File: src/rtl/key_debounce_pkg.sv
// Shared types and default timing constants for the push-button conditioning stage.
package key_debounce_pkg;

  localparam int unsigned CLK_HZ               = 50000000;
  localparam int unsigned DEBOUNCE_CYCLES_DFLT = 1000000;
  localparam int unsigned LONG_CYCLES_DFLT     = 50000000;
  localparam int unsigned CNT_W_DFLT           = 26;

  typedef enum logic [2:0] {
    StIdle,
    StPressWait,
    StPressed,
    StLongHeld,
    StReleaseWait,
    StRelConfirm
  } state_e;

endpackage

File: src/rtl/key_debounce_if.sv
// Conditioned button outputs handed from the debouncer to the display/shift stage.
interface key_debounce_if;

  logic       key_level;
  logic       press_pulse;
  logic       release_pulse;
  logic       long_pulse;
  logic [7:0] press_count;

  modport master (
    output key_level,
    output press_pulse,
    output release_pulse,
    output long_pulse,
    output press_count
  );

  modport slave (
    input key_level,
    input press_pulse,
    input release_pulse,
    input long_pulse,
    input press_count
  );

endinterface

File: src/rtl/sync_2ff.sv
// Two-flop synchroniser for asynchronous board inputs, synchronous active-high reset.
module sync_2ff #(
  parameter logic RESET_VAL = 1'b0
) (
  input  logic clk,
  input  logic reset,
  input  logic din,
  output logic dout
);

  logic stage1_q;
  logic stage2_q;

  always_ff @(posedge clk) begin
    if (reset) begin
      stage1_q <= RESET_VAL;
      stage2_q <= RESET_VAL;
    end else begin
      stage1_q <= din;
      stage2_q <= stage1_q;
    end
  end

  assign dout = stage2_q;

endmodule

File: src/rtl/key_debounce.sv
// Debounces the active-low KEY into a clean level plus press/release/long strobes
// and a wrapping press counter.
module key_debounce
  import key_debounce_pkg::*;
#(
  parameter int unsigned DEBOUNCE_CYCLES = DEBOUNCE_CYCLES_DFLT,
  parameter int unsigned LONG_CYCLES     = LONG_CYCLES_DFLT,
  parameter int unsigned CNT_W           = CNT_W_DFLT
) (
  input  logic           CLOCK_50,
  input  logic           reset,
  input  logic           KEY,
  key_debounce_if.master btn
);

  localparam logic [CNT_W-1:0] DbLast   = CNT_W'(DEBOUNCE_CYCLES - 1);
  localparam logic [CNT_W-1:0] LongLast = CNT_W'(LONG_CYCLES - 1);

  logic             key_raw;
  logic             key_sync;
  state_e           state_q, state_d;
  logic [CNT_W-1:0] db_cnt_q, db_cnt_d;
  logic [CNT_W-1:0] hold_cnt_q, hold_cnt_d;
  logic             long_done_q, long_done_d;
  logic             key_level_q, key_level_d;
  logic             press_pulse_q, press_pulse_d;
  logic             release_pulse_q, release_pulse_d;
  logic             long_pulse_q, long_pulse_d;
  logic [7:0]       press_count_q, press_count_d;

  // Flops reset to the released level so reset can never look like a press.
  sync_2ff #(
    .RESET_VAL(1'b1)
  ) u_sync (
    .clk  (CLOCK_50),
    .reset(reset),
    .din  (KEY),
    .dout (key_raw)
  );

  assign key_sync = ~key_raw;

  always_ff @(posedge CLOCK_50) begin
    if (reset) begin
      state_q         <= StIdle;
      db_cnt_q        <= '0;
      hold_cnt_q      <= '0;
      long_done_q     <= 1'b0;
      key_level_q     <= 1'b0;
      press_pulse_q   <= 1'b0;
      release_pulse_q <= 1'b0;
      long_pulse_q    <= 1'b0;
      press_count_q   <= '0;
    end else begin
      state_q         <= state_d;
      db_cnt_q        <= db_cnt_d;
      hold_cnt_q      <= hold_cnt_d;
      long_done_q     <= long_done_d;
      key_level_q     <= key_level_d;
      press_pulse_q   <= press_pulse_d;
      release_pulse_q <= release_pulse_d;
      long_pulse_q    <= long_pulse_d;
      press_count_q   <= press_count_d;
    end
  end

  always_comb begin
    state_d = state_q;
    case (state_q)
      StIdle:      if (key_sync) state_d = StPressWait;
      StPressWait: begin
        if (!key_sync)                state_d = StIdle;
        else if (db_cnt_q == DbLast)  state_d = StPressed;
      end
      // Long-press check wins over a release seen in the same cycle.
      StPressed: begin
        if (hold_cnt_q == LongLast)   state_d = key_sync ? StLongHeld : StReleaseWait;
        else if (!key_sync)           state_d = StReleaseWait;
      end
      StLongHeld:  if (!key_sync) state_d = StReleaseWait;
      StReleaseWait: begin
        if (key_sync)                 state_d = long_done_q ? StLongHeld : StPressed;
        else if (db_cnt_q == DbLast)  state_d = StRelConfirm;
      end
      StRelConfirm: state_d = StIdle;
      default:      state_d = StIdle;
    endcase

    db_cnt_d = db_cnt_q;
    if (state_d != state_q) begin
      db_cnt_d = '0;
    end else if (state_q == StPressWait || state_q == StReleaseWait) begin
      db_cnt_d = db_cnt_q + 1'b1;
    end

    // hold_cnt only advances while in PRESSED, so release glitches delay the long press.
    hold_cnt_d = hold_cnt_q;
    if (state_q == StPressWait && state_d == StPressed) begin
      hold_cnt_d = '0;
    end else if (state_q == StPressed && hold_cnt_q != LongLast) begin
      hold_cnt_d = hold_cnt_q + 1'b1;
    end

    long_done_d = long_done_q;
    if (state_q == StPressed && hold_cnt_q == LongLast) begin
      long_done_d = 1'b1;
    end else if (state_q == StRelConfirm) begin
      long_done_d = 1'b0;
    end
  end

  always_comb begin
    press_pulse_d   = (state_q == StPressWait) && (state_d == StPressed);
    long_pulse_d    = (state_q == StPressed) && (hold_cnt_q == LongLast);
    release_pulse_d = (state_q == StReleaseWait) && (state_d == StRelConfirm);

    key_level_d = key_level_q;
    if (press_pulse_d) begin
      key_level_d = 1'b1;
    end else if (release_pulse_d) begin
      key_level_d = 1'b0;
    end

    press_count_d = press_count_q + 8'(press_pulse_d);
  end

  assign btn.key_level     = key_level_q;
  assign btn.press_pulse   = press_pulse_q;
  assign btn.release_pulse = release_pulse_q;
  assign btn.long_pulse    = long_pulse_q;
  assign btn.press_count   = press_count_q;

endmodule

File: src/flat_wrapper.sv
// flat-port wrapper written by rule: the top's interface ports become plain ports
module key_debounce_flat import key_debounce_pkg::*;
#(
  parameter int unsigned DEBOUNCE_CYCLES = DEBOUNCE_CYCLES_DFLT,
  parameter int unsigned LONG_CYCLES     = LONG_CYCLES_DFLT,
  parameter int unsigned CNT_W           = CNT_W_DFLT
)
  (CLOCK_50, reset, KEY, btn_key_level, btn_press_pulse, btn_release_pulse, btn_long_pulse, btn_press_count);
  key_debounce_if btn_i ();
  input  logic CLOCK_50;
  input  logic reset;
  input  logic KEY;
  output wire logic [$bits(btn_i.key_level)-1:0] btn_key_level;
  output wire logic [$bits(btn_i.press_pulse)-1:0] btn_press_pulse;
  output wire logic [$bits(btn_i.release_pulse)-1:0] btn_release_pulse;
  output wire logic [$bits(btn_i.long_pulse)-1:0] btn_long_pulse;
  output wire logic [$bits(btn_i.press_count)-1:0] btn_press_count;
  assign btn_key_level = btn_i.key_level;
  assign btn_press_pulse = btn_i.press_pulse;
  assign btn_release_pulse = btn_i.release_pulse;
  assign btn_long_pulse = btn_i.long_pulse;
  assign btn_press_count = btn_i.press_count;
  key_debounce #(.DEBOUNCE_CYCLES(DEBOUNCE_CYCLES), .LONG_CYCLES(LONG_CYCLES), .CNT_W(CNT_W)) u_core (.CLOCK_50(CLOCK_50), .reset(reset), .KEY(KEY), .btn(btn_i));
endmodule
File: config.mk
export PLATFORM = sky130hd
export DESIGN_NAME = key_debounce_flat
export DESIGN_NICKNAME = d
export VERILOG_FILES = /design/src/rtl/key_debounce_pkg.sv /design/src/rtl/key_debounce_if.sv /design/src/rtl/sync_2ff.sv /design/src/rtl/key_debounce.sv /design/src/flat_wrapper.sv
export SDC_FILE = /design/constraint.sdc
export NUM_CORES = 1
export LEC_CHECK = 0
export ABC_AREA = 1
export CORE_MARGIN = 1.5
export CORE_UTILIZATION = 25
export CTS_BUF_LIST = sky130_fd_sc_hd__clkbuf_16
export DETAILED_ROUTE_END_ITERATION = 10
export DONT_BUFFER_PORTS = 1
export GPL_ROUTABILITY_DRIVEN = 0
export PLACE_DENSITY_LB_ADDON = 0.2
export SLEW_MARGIN = 5
export SYNTH_ARGS = -nofsm -noshare
export SYNTH_HDL_FRONTEND = slang
export SYNTH_SLANG_ARGS = --single-unit
export TNS_END_PERCENT = 100
File: constraint.sdc
create_clock -name CLOCK_50 -period 2.8 [get_ports CLOCK_50]
set_clock_uncertainty 0.2 [all_clocks]
set_input_delay 0.28 -clock CLOCK_50 [delete_from_list [all_inputs] [get_ports CLOCK_50]]
set_output_delay 0.28 -clock CLOCK_50 [all_outputs]
set_load 0.02 [all_outputs]
==> metrics.yaml, run 1 <==
sta:
  finalSetupTns_ns: 0
  drv_slew: 0
  post-route-min-period_ns: 2.57
  hold_viol: 0
  setup_viol: 0
  tightest_slew_ns: 0.563
  slew_headroom_pct: 62.3
  finalCritPeriodShare_pct: 91.8
  fmax_mhz: 389
outcome:
  status: "finished clean"
yosys:
  ys_seq_elements: 70
  synth_async_sr_flop_share_pct: 0
  synth_edf_count: 0
  synth.distinct_cells: 36
  synthFlopType: "dfxtp_1"
  syn_area_mm2: 0.00400
  synth-warning-count: 0
  avgSynthCellArea_um2: 6.61
  syn_nets: 611
  yosysSeqAreaShare_pct: 35.1
  syn-instance-count: 604
floorplan:
  dieHeight_um: 129
  coreArea_mm2: 0.0158
  rows: 46
  ioPinCount: 15
  dieArea_mm2: 0.0167
  start_util_pct: 25.3
  die_w_um: 129
grt:
  grt_pass1_wl_um: 16700
  grt_pass1_vias: 3413
  grt_start_max_net_pins: 27
  overflow: 0
  grtUsageTotal_pct: 12.7
  antenna_found_initial: 0
setup_path:
  worstPathArrival_ns: 2.59
  reg2reg_setup_slack_ns: 0.23
  r2r-start: "u_core.hold_cnt_q[0]$_SDFFE_PP0P_"
  start_kind: "register"
  required_ns: 2.82
  crit_cells: 19
  path_buf_inv: 3
  slowest_delay_ns: 0.36
  crit_chain: "ha_2 -> nand2_2 -> nor2_2 -> nand2_2 -> nor2_4 -> nand3_2 -> nand2_1 -> nand2_2 -> inv_1 -> nor2_2 -> nand3_1 -> inv_1 -> ha_2 -> nand3_2 -> nor2_1 -> inv_1 -> nor3_2 -> xnor2_1 -> nor2_1"
  worstReg2RegEnd: "u_core.btn.press_count[7]$_SDFF_PP0_"
  crit_path_end: "u_core.btn.press_count[7]$_SDFF_PP0_"
  slowest_stage: "dfxtp_4"
  end_kind: "register"
  path_class: "reg2reg"
  cpLargestDelayFamily: "simple AND/OR/NAND/NOR gates"
  reg2regPathDepth: 19
  worstSetupStartpoint: "u_core.hold_cnt_q[0]$_SDFFE_PP0P_"
  crit_fanout: 5
detailed_routing:
  ant_nets: 0
  vias: 3637
  drt_pre_antenna_iters: 4
  drtIter0Drc: 136
  finalWirelength_um: 9810
  wire_per_inst_um: 11.7
  drc_errors: 0
  viasPerCell: 4.33
power_and_ir_drop:
  power_density_mw_per_mm2: 459
  fin_total_pwr_mw: 2.16
  max-vdd-ir-drop_mv: 0.279
  leakage_nw: 1.72
cells_and_area:
  drive_above_1_share_pct: 16.3
  antenna_cells: 0
  fillers: 1774
  nets: 626
  syn2layout_area_growth_pct: 17.6
clock_network:
  cts_tree: "done"
  clk_pin_slew_worst_paths_ns: 0.07
  cts_max_level: 3
  clk_latency_ns: 0.35
  cts-root-buf: "clkbuf_16"
  cts_buffer_depth: 2
  cts_made_buffers: 9
  numClockSinks: 70
min_path:
  hold_path_class: "in2reg"
  hold_start: "reset"
placed_design:
  dp_hpwl_um: 7300
  portBuffers: 0
run:
  drv_cap: 0
per-layer routing:
layer / up-vias / track usage [%] / routed length [um]
met5: - / 0 / 0
met4: 0 / 4.18 / 168
met3: 16 / 3.63 / 376
met2: 52 / 20.4 / 4530
met1: 1639 / 16.4 / 4730
li1: 1930 / - / -
kinds of logic (layout without fill, tap and decap cells):
| logic type | Yosys count | after routing | share of synthesized area (%) |
|---|---|---|---|
| AO/OA/AOI/OAI | 44 | 44 | 6.08 |
| AND/OR/NAND/NOR | 352 | 352 | 39.4 |
| buffers and inverters | 95 | 115 | 9.65 |
| multiplexers | 1 | 1 | 0.251 |
| flip-flops | 70 | 70 | 35.1 |
| adder cells (fa/ha/maj) | 4 | 4 | 1.25 |
| XOR/XNOR | 38 | 38 | 8.33 |
area by class of cell:
cell class | count | area, um2 | share of cell area [%]
Multi-Input combinational cell | 439 | 2290 | 48.7
Clock buffer | 9 | 225 | 4.79
Tap cell | 216 | 270 | 5.75
Timing Repair Buffer | 15 | 118 | 2.50
Sequential cell | 70 | 1420 | 30.2
Clock inverter | 7 | 61.3 | 1.31
Inverter | 84 | 315 | 6.71
synthesized netlist by cell type, types with 3 or more instances:
library cell,instances,area share [%]
dfxtp_1,70,35
nor4_1,7,1.1
buf_2,5,0.63
nor3_1,27,3.4
nor2_2,10,1.6
nor2_1,84,7.9
nand3_1,35,4.4
ha_1,4,1.3
a21oi_1,29,3.6
nand2_2,9,1.4
xor2_1,30,6.6
nand2_4,3,0.85
inv_2,5,0.47
nand4_1,11,1.7
o21ai_0,8,1.0
inv_1,79,7.4
xnor2_1,8,1.8
nand2_1,154,14
stage by stage:
stage	instances	worst slack, ns	instance area [um2]	utilization [%]	hold WS [ns]
global placement	817	0.167	4260	27.0	0.152
floorplan	604	0.338	4000	-	0.156
CTS	835	0.0638	4560	28.9	0.120
detailed placement	817	0.0889	4260	27.0	0.155
finish	840	0.230	4700	29.8	0.115
global route	840	-0.0110	4700	29.8	0.150
timing repair:
item,4_1_cts,5_1_grt
hold buffers,2,0
setup buffers,0,5
endpoints found under the hold margin,15,0
gates resized for setup,0,41
endpoints found under the setup margin,0,5
cells in the final DEF (no fill, tap or decap), types with 7 or more instances in the layout:
cell	n
dfxtp_2	8
nor2_1	76
dfxtp_1	60
a21oi_1	29
nand2_2	14
buf_4	13
nand3_1	33
inv_2	11
xnor2_1	8
nand4_1	11
clkbuf_16	9
nor4_1	7
nor3_1	25
nand2_1	149
xor2_1	30
nor2_2	16
inv_1	73
o21ai_0	8
worst min-delay path by stage:
| stage | end | slack [ns] | cells past startpoint |
|---|---|---|---|
| 6_report | u_core.db_cnt_q[7]$_SDFFE_PP0P_ | 0.12 | 3 |
| 5_1_grt | u_core.db_cnt_q[18]$_SDFFE_PP0P_ | 0.15 | 3 |
| 4_1_cts | u_core.db_cnt_q[7]$_SDFFE_PP0P_ | 0.12 | 3 |
| 3_5_place_dp | u_core.btn.press_count[0]$_SDFF_PP0_ | 0.15 | 1 |
| 3_3_place_gp | u_core.long_done_q$_SDFFE_PP0P_ | 0.15 | 1 |
| 2_1_floorplan | u_core.btn.long_pulse$_SDFF_PP0_ | 0.16 | 1 |
where the power goes:
part	switching, mW	total [mW]	internal (mW)
registers	0.00252	0.999	0.996
logic	0.0326	0.0436	0.0110
clock network	0.496	1.11	0.618
flip-flops by register name, indices dropped and copies added (netlist names):
register and count:
u_core.btn.press_pulse 1, u_core.btn.long_pulse 1, u_core.u_sync.stage1_q 1, u_core.btn.press_count 8, u_core.long_done_q 1, u_core.btn.release_pulse 1
u_core.state_q 3, u_core.u_sync.dout 1, u_core.db_cnt_q 26, u_core.hold_cnt_q 26, u_core.btn.key_level 1
worst register-to-register path, delay by kind of cell, from the launching register on:
kind,cells,cell delay (ns)
simple gates,13,1.18
fa+ha+maj,2,0.38
flops,1,0.36
buf+inv,3,0.19
xor+xnor,1,0.14
No activity file was read; power rests on OpenSTA's default activity.
==> run 2: changes to the inputs <==
==> constraint.sdc (replaced) <==
create_clock -name CLOCK_50 -period 2.6 [get_ports CLOCK_50]
set_clock_uncertainty 0.2 [all_clocks]
set_input_delay 0.26 -clock CLOCK_50 [delete_from_list [all_inputs] [get_ports CLOCK_50]]
set_output_delay 0.26 -clock CLOCK_50 [all_outputs]
set_load 0.02 [all_outputs]
==> run 2 against run 1 <==
Flip-flop and latch count is the same; power is 8.1% higher; die area stayed put; cell count is 3.3% higher; routed wire length grew 3.2%; count of clock-buffer cells in the layout unchanged; combinational power up 22%; worst setup slack got worse by 0.13 ns; sequential power up 8%; maximum frequency grew 2.7%; highest routed layer unchanged.
==> metrics.yaml, run 2 (same netlist as run 1, synthesis figures left out) <==
detailed_routing:
  ant_nets: 0
  vias: 3720
  drtIter0Drc: 162
  drc_errors: 0
  viasPerCell: 4.29
  wire_per_inst_um: 11.7
  drt_pre_antenna_iters: 6
  finalWirelength_um: 10100
run:
  drv_cap: 0
sta:
  fin_ws_ns: 0.0982
  drv_slew: 0
  post-route-min-period_ns: 2.50
  grt_setup_unrepaired: "true"
  worst_hold_slack_ns: 0.107
  finalSetupTns_ns: 0
  tightest_slew_ns: 0.601
  finalCritPeriodShare_pct: 96.2
  slew_headroom_pct: 59.6
  hold_viol: 0
  fmax_mhz: 400
  setup_viol: 0
placed_design:
  dp_hpwl_um: 7590
  dpl.cell_count: 840
  portBuffers: 0
  pre_cts_ws_ns: 0.0178
setup_path:
  required_ns: 2.70
  worstPathArrival_ns: 2.60
  start_kind: "register"
  crit_fanout: 3
  slowest_delay_ns: 0.33
  crit_chain: "ha_2 -> nand2_1 -> nor2_2 -> nand2_2 -> nor2_4 -> nand3_1 -> nand2_1 -> nand2_2 -> inv_2 -> nor2_4 -> nand3_2 -> inv_2 -> ha_4 -> ha_1 -> nand2_2 -> nor2_2 -> a21oi_1 -> o21a_1"
  path_common_cell: "nand2_2"
  slowest_stage: "dfxtp_2"
  cpLargestDelayFamily: "simple AND/OR/NAND/NOR gates"
  path_class: "reg2reg"
  path_buf_inv: 2
  end_kind: "register"
cells_and_area:
  drive_above_1_share_pct: 19.8
  syn2layout_area_growth_pct: 24.2
  layout.cells.non_filler: 868
  mostFrequentLayoutCells: "153 x nand2_1, 75 x nor2_1, 66 x inv_1"
  antenna_cells: 0
  final_common_cell: "nand2_1"
  nets: 654
clock_network:
  cts_tree: "done"
  numClockSinks: 70
  cts_max_level: 3
  cts_buffer_depth: 2
  cts-root-buf: "clkbuf_16"
  clk_latency_ns: 0.35
  clk_pin_slew_worst_paths_ns: 0.07
  cts_made_buffers: 9
min_path:
  hold_path_class: "in2reg"
floorplan:
  coreArea_mm2: 0.0158
  dieHeight_um: 129
  dieArea_mm2: 0.0167
  die_w_um: 129
  rows: 46
  start_util_pct: 25.3
  ioPinCount: 15
grt:
  grt_start_max_net_pins: 27
  grtUsageTotal_pct: 12.8
  overflow: 0
  antenna_found_initial: 0
  grt_pass1_vias: 3473
  grt_pass1_wl_um: 16800
power_and_ir_drop:
  fin_total_pwr_mw: 2.33
  leakage_nw: 1.88
  max-vdd-ir-drop_mv: 0.349
  power_density_mw_per_mm2: 470
outcome:
  status: "finished clean"
run 2: cell types whose count changed in the layout (fill, tap and decap cells not counted), sizes merged:
cell / before / now
buf: 13 / 33
dlygate4sd3: 2 / 10
clkinv: 0 / 1
clkinvlp: 2 / 1
run 2: repair_timing:
item                                   4_1_cts  5_1_grt
gates resized for setup                      0       49
hold buffers                                10        0
endpoints found under the hold margin       17        0
setup endpoints to repair                    0        5
setup buffers                                0        2
run 2: worst min-delay path: cells and delay by family:
kind	cells	cell delay, ns
AOI/OAI and AO/OA	1	0.03
and+or+nand+nor	2	0.31
run 2: layer usage:
metal  vias up  global-route usage [%]  share of wire [%]
met4         0                    4.12                1.7
met5         -                       0                  0
li1       1993                       -                  -
met1      1659                    16.8                 49
met2        54                    20.2                 45
met3        14                    3.84                3.5
run 2: area by class of cell:
class / count / area [um2]
repair buffers: 43 / 360
well taps: 216 / 270
multi-input cells: 439 / 2310
flip-flops and latches: 70 / 1420
inverters: 84 / 315
clock inverters: 7 / 62.6
fillers: 1774 / 10800
clock buffers: 9 / 225
run 2: final timing paths:
| path | slack (ns) | depth (start not counted) | end | start |
|---|---|---|---|---|
| min | 0.11 | 3 | u_core.db_cnt_q[23]$_SDFFE_PP0P_ | reset |
| min reg2reg | 0.31 | 2 | u_core.hold_cnt_q[25]$_SDFFE_PP0P_ | u_core.hold_cnt_q[25]$_SDFFE_PP0P_ |
| max reg2reg | 0.1 | 18 | u_core.btn.press_count[4]$_SDFF_PP0_ | u_core.hold_cnt_q[0]$_SDFFE_PP0P_ |
| max | 0.1 | 18 | u_core.btn.press_count[4]$_SDFF_PP0_ | u_core.hold_cnt_q[0]$_SDFFE_PP0P_ |
run 2: report_power, final:
group	total, mW	internal (mW)	leakage (nW)	switching, mW
clock	1.20	0.667	0.139	0.533
combinational	0.0533	0.0181	1.17	0.0352
sequential	1.08	1.07	0.570	0.00261
run 2: through the flow:
step	area, um2	utilization [%]
finish	4960	31.5
global route	4960	31.5
CTS	4830	30.6
detailed placement	4440	28.2
global placement	4440	28.2
floorplan	4000	-
==> run 3: changes to the inputs <==
--- a/config.mk
+++ b/config.mk
@@ -12,7 +12,7 @@
 export DETAILED_ROUTE_END_ITERATION = 10
 export DONT_BUFFER_PORTS = 1
 export GPL_ROUTABILITY_DRIVEN = 0
-export PLACE_DENSITY_LB_ADDON = 0.2
+export PLACE_DENSITY_LB_ADDON = 0.1
 export SLEW_MARGIN = 5
 export SYNTH_ARGS = -nofsm -noshare
 export SYNTH_HDL_FRONTEND = slang
==> run 3 against run 2 <==
Maximum frequency up 1.6%; via count up 2.5%; cell count up 1.6%; cell area up 3.0%; routed wire length up 5.5%; power up 5.3%; clock power up 11%; critical path depth down 1; die area unchanged; count of clock-buffer cells in the layout unchanged; critical endpoint is now u_core.btn.press_count[7]$_SDFF_PP0_; largest power group unchanged.
==> metrics.yaml, run 3 (same netlist as run 1, synthesis figures left out) <==
floorplan:
  ioPinCount: 15
  coreArea_mm2: 0.0158
  dieHeight_um: 129
  dieArea_mm2: 0.0167
  die_w_um: 129
  start_util_pct: 25.3
  rows: 46
power_and_ir_drop:
  fin_total_pwr_mw: 2.45
  power_density_mw_per_mm2: 480
  max-vdd-ir-drop_mv: 0.312
  leakage_nw: 1.99
setup_path:
  crit_chain: "nor2_2 -> nand2_2 -> nor2_1 -> inv_1 -> nand2_1 -> nand2_1 -> nand3_2 -> nor2_2 -> nand3_1 -> inv_1 -> ha_2 -> nand3_2 -> nor2_1 -> inv_1 -> nor3_2 -> xnor2_1 -> nor2_1"
  worstPathArrival_ns: 2.49
  path_class: "reg2reg"
  slowest_stage: "dfxtp_2"
  path_buf_inv: 3
  end_kind: "register"
  slowest_delay_ns: 0.41
  r2r-start: "u_core.state_q[0]$_SDFF_PP0_"
  required_ns: 2.62
  cpLargestDelayFamily: "simple AND/OR/NAND/NOR gates"
  worstSetupStartpoint: "u_core.state_q[0]$_SDFF_PP0_"
  crit_fanout: 6
  start_kind: "register"
detailed_routing:
  viasPerCell: 4.32
  drc_errors: 0
  wire_per_inst_um: 12.1
  drt_pre_antenna_iters: 5
  finalWirelength_um: 10700
  drtIter0Drc: 222
  vias: 3814
  ant_nets: 0
clock_network:
  cts_made_buffers: 9
  clk_latency_ns: 0.35
  cts_buffer_depth: 2
  cts-root-buf: "clkbuf_16"
  cts_max_level: 3
  clk_pin_slew_worst_paths_ns: 0.06
  numClockSinks: 70
  cts_tree: "done"
sta:
  finalCritPeriodShare_pct: 94.7
  hold_viol: 0
  tightest_slew_ns: 0.444
  slew_headroom_pct: 70.1
  fmax_mhz: 406
  drv_slew: 0
  post-route-min-period_ns: 2.46
  setup_viol: 0
  grt_setup_unrepaired: "true"
cells_and_area:
  final_core_util_pct: 32.4
  drive_above_1_share_pct: 22.5
  nets: 668
  final_common_cell: "nand2_1"
  mostFrequentLayoutCells: "145 x nand2_1, 72 x nor2_1, 71 x inv_1"
  antenna_cells: 0
  syn2layout_area_growth_pct: 27.9
run:
  drv_cap: 0
grt:
  overflow: 0
  grtUsageTotal_pct: 13.9
  grt_pass1_vias: 3702
  grt_start_max_net_pins: 27
  grt_pass1_wl_um: 18200
  antenna_found_initial: 0
outcome:
  status: "finished clean"
placed_design:
  dp_hpwl_um: 7950
  portBuffers: 0
min_path:
  hold_start: "reset"
  hold_path_class: "in2reg"
[run 3: metal layers]
metal | part of all wire [%] | track usage [%]
met5 | 0 | 0
met4 | 2.0 | 5.88
met3 | 2.5 | 3.14
met2 | 43 | 20.7
met1 | 52 | 19.5
[run 3: stage by stage]
step / setup TNS, ns / hold WS (ns) / std cells / worst slack, ns / cell area (um2)
2_1_floorplan: 0 / 0.136 / 604 / 0.138 / 4000
3_3_place_gp: 0 / 0.132 / 848 / 0.0316 / 4500
3_5_place_dp: -0.00766 / 0.135 / 848 / -0.00766 / 4500
4_1_cts: 0 / 0.122 / 874 / 0.00110 / 4920
5_1_grt: -0.100 / 0.133 / 882 / -0.0808 / 5110
6_report: 0 / 0.106 / 882 / 0.137 / 5110
[run 3: what timing repair did]
| action | in CTS | in global routing |
|---|---|---|
| setup buffers | 0 | 8 |
| hold endpoints to repair | 17 | 0 |
| hold buffers | 10 | 0 |
| setup endpoints to repair | 1 | 5 |
| pin swaps | 0 | 16 |
| resized for setup | 1 | 57 |
[run 3: final timing paths]
kind,end,slack (ns),cells after the start
worst max-delay path,u_core.btn.press_count[7]$_SDFF_PP0_,0.14,17
worst min-delay path,u_core.db_cnt_q[21]$_SDFFE_PP0P_,0.11,3
worst max register to register,u_core.btn.press_count[7]$_SDFF_PP0_,0.14,17
worst min register to register,u_core.hold_cnt_q[3]$_SDFFE_PP0P_,0.30,2
[run 3: where the power goes]
part	internal (mW)	leakage [nW]	switching, mW
clock network	0.834	0.158	0.491
logic	0.0176	1.26	0.0346
registers	1.07	0.571	0.00298
total	1.93	1.99	0.529
[run 3: area by class of cell]
type / instances / area (um2)
multi-input cells: 439 / 2320
flip-flops and latches: 70 / 1420
clock inverters: 7 / 90.1
repair buffers: 57 / 465
well taps: 216 / 270
inverters: 84 / 318
clock buffers: 9 / 225
fillers: 1736 / 10700
[run 3: worst min-delay path: cells and delay by family]
kind	cells	cell delay, ns
simple gates	2	0.32
compound gates	1	0.03
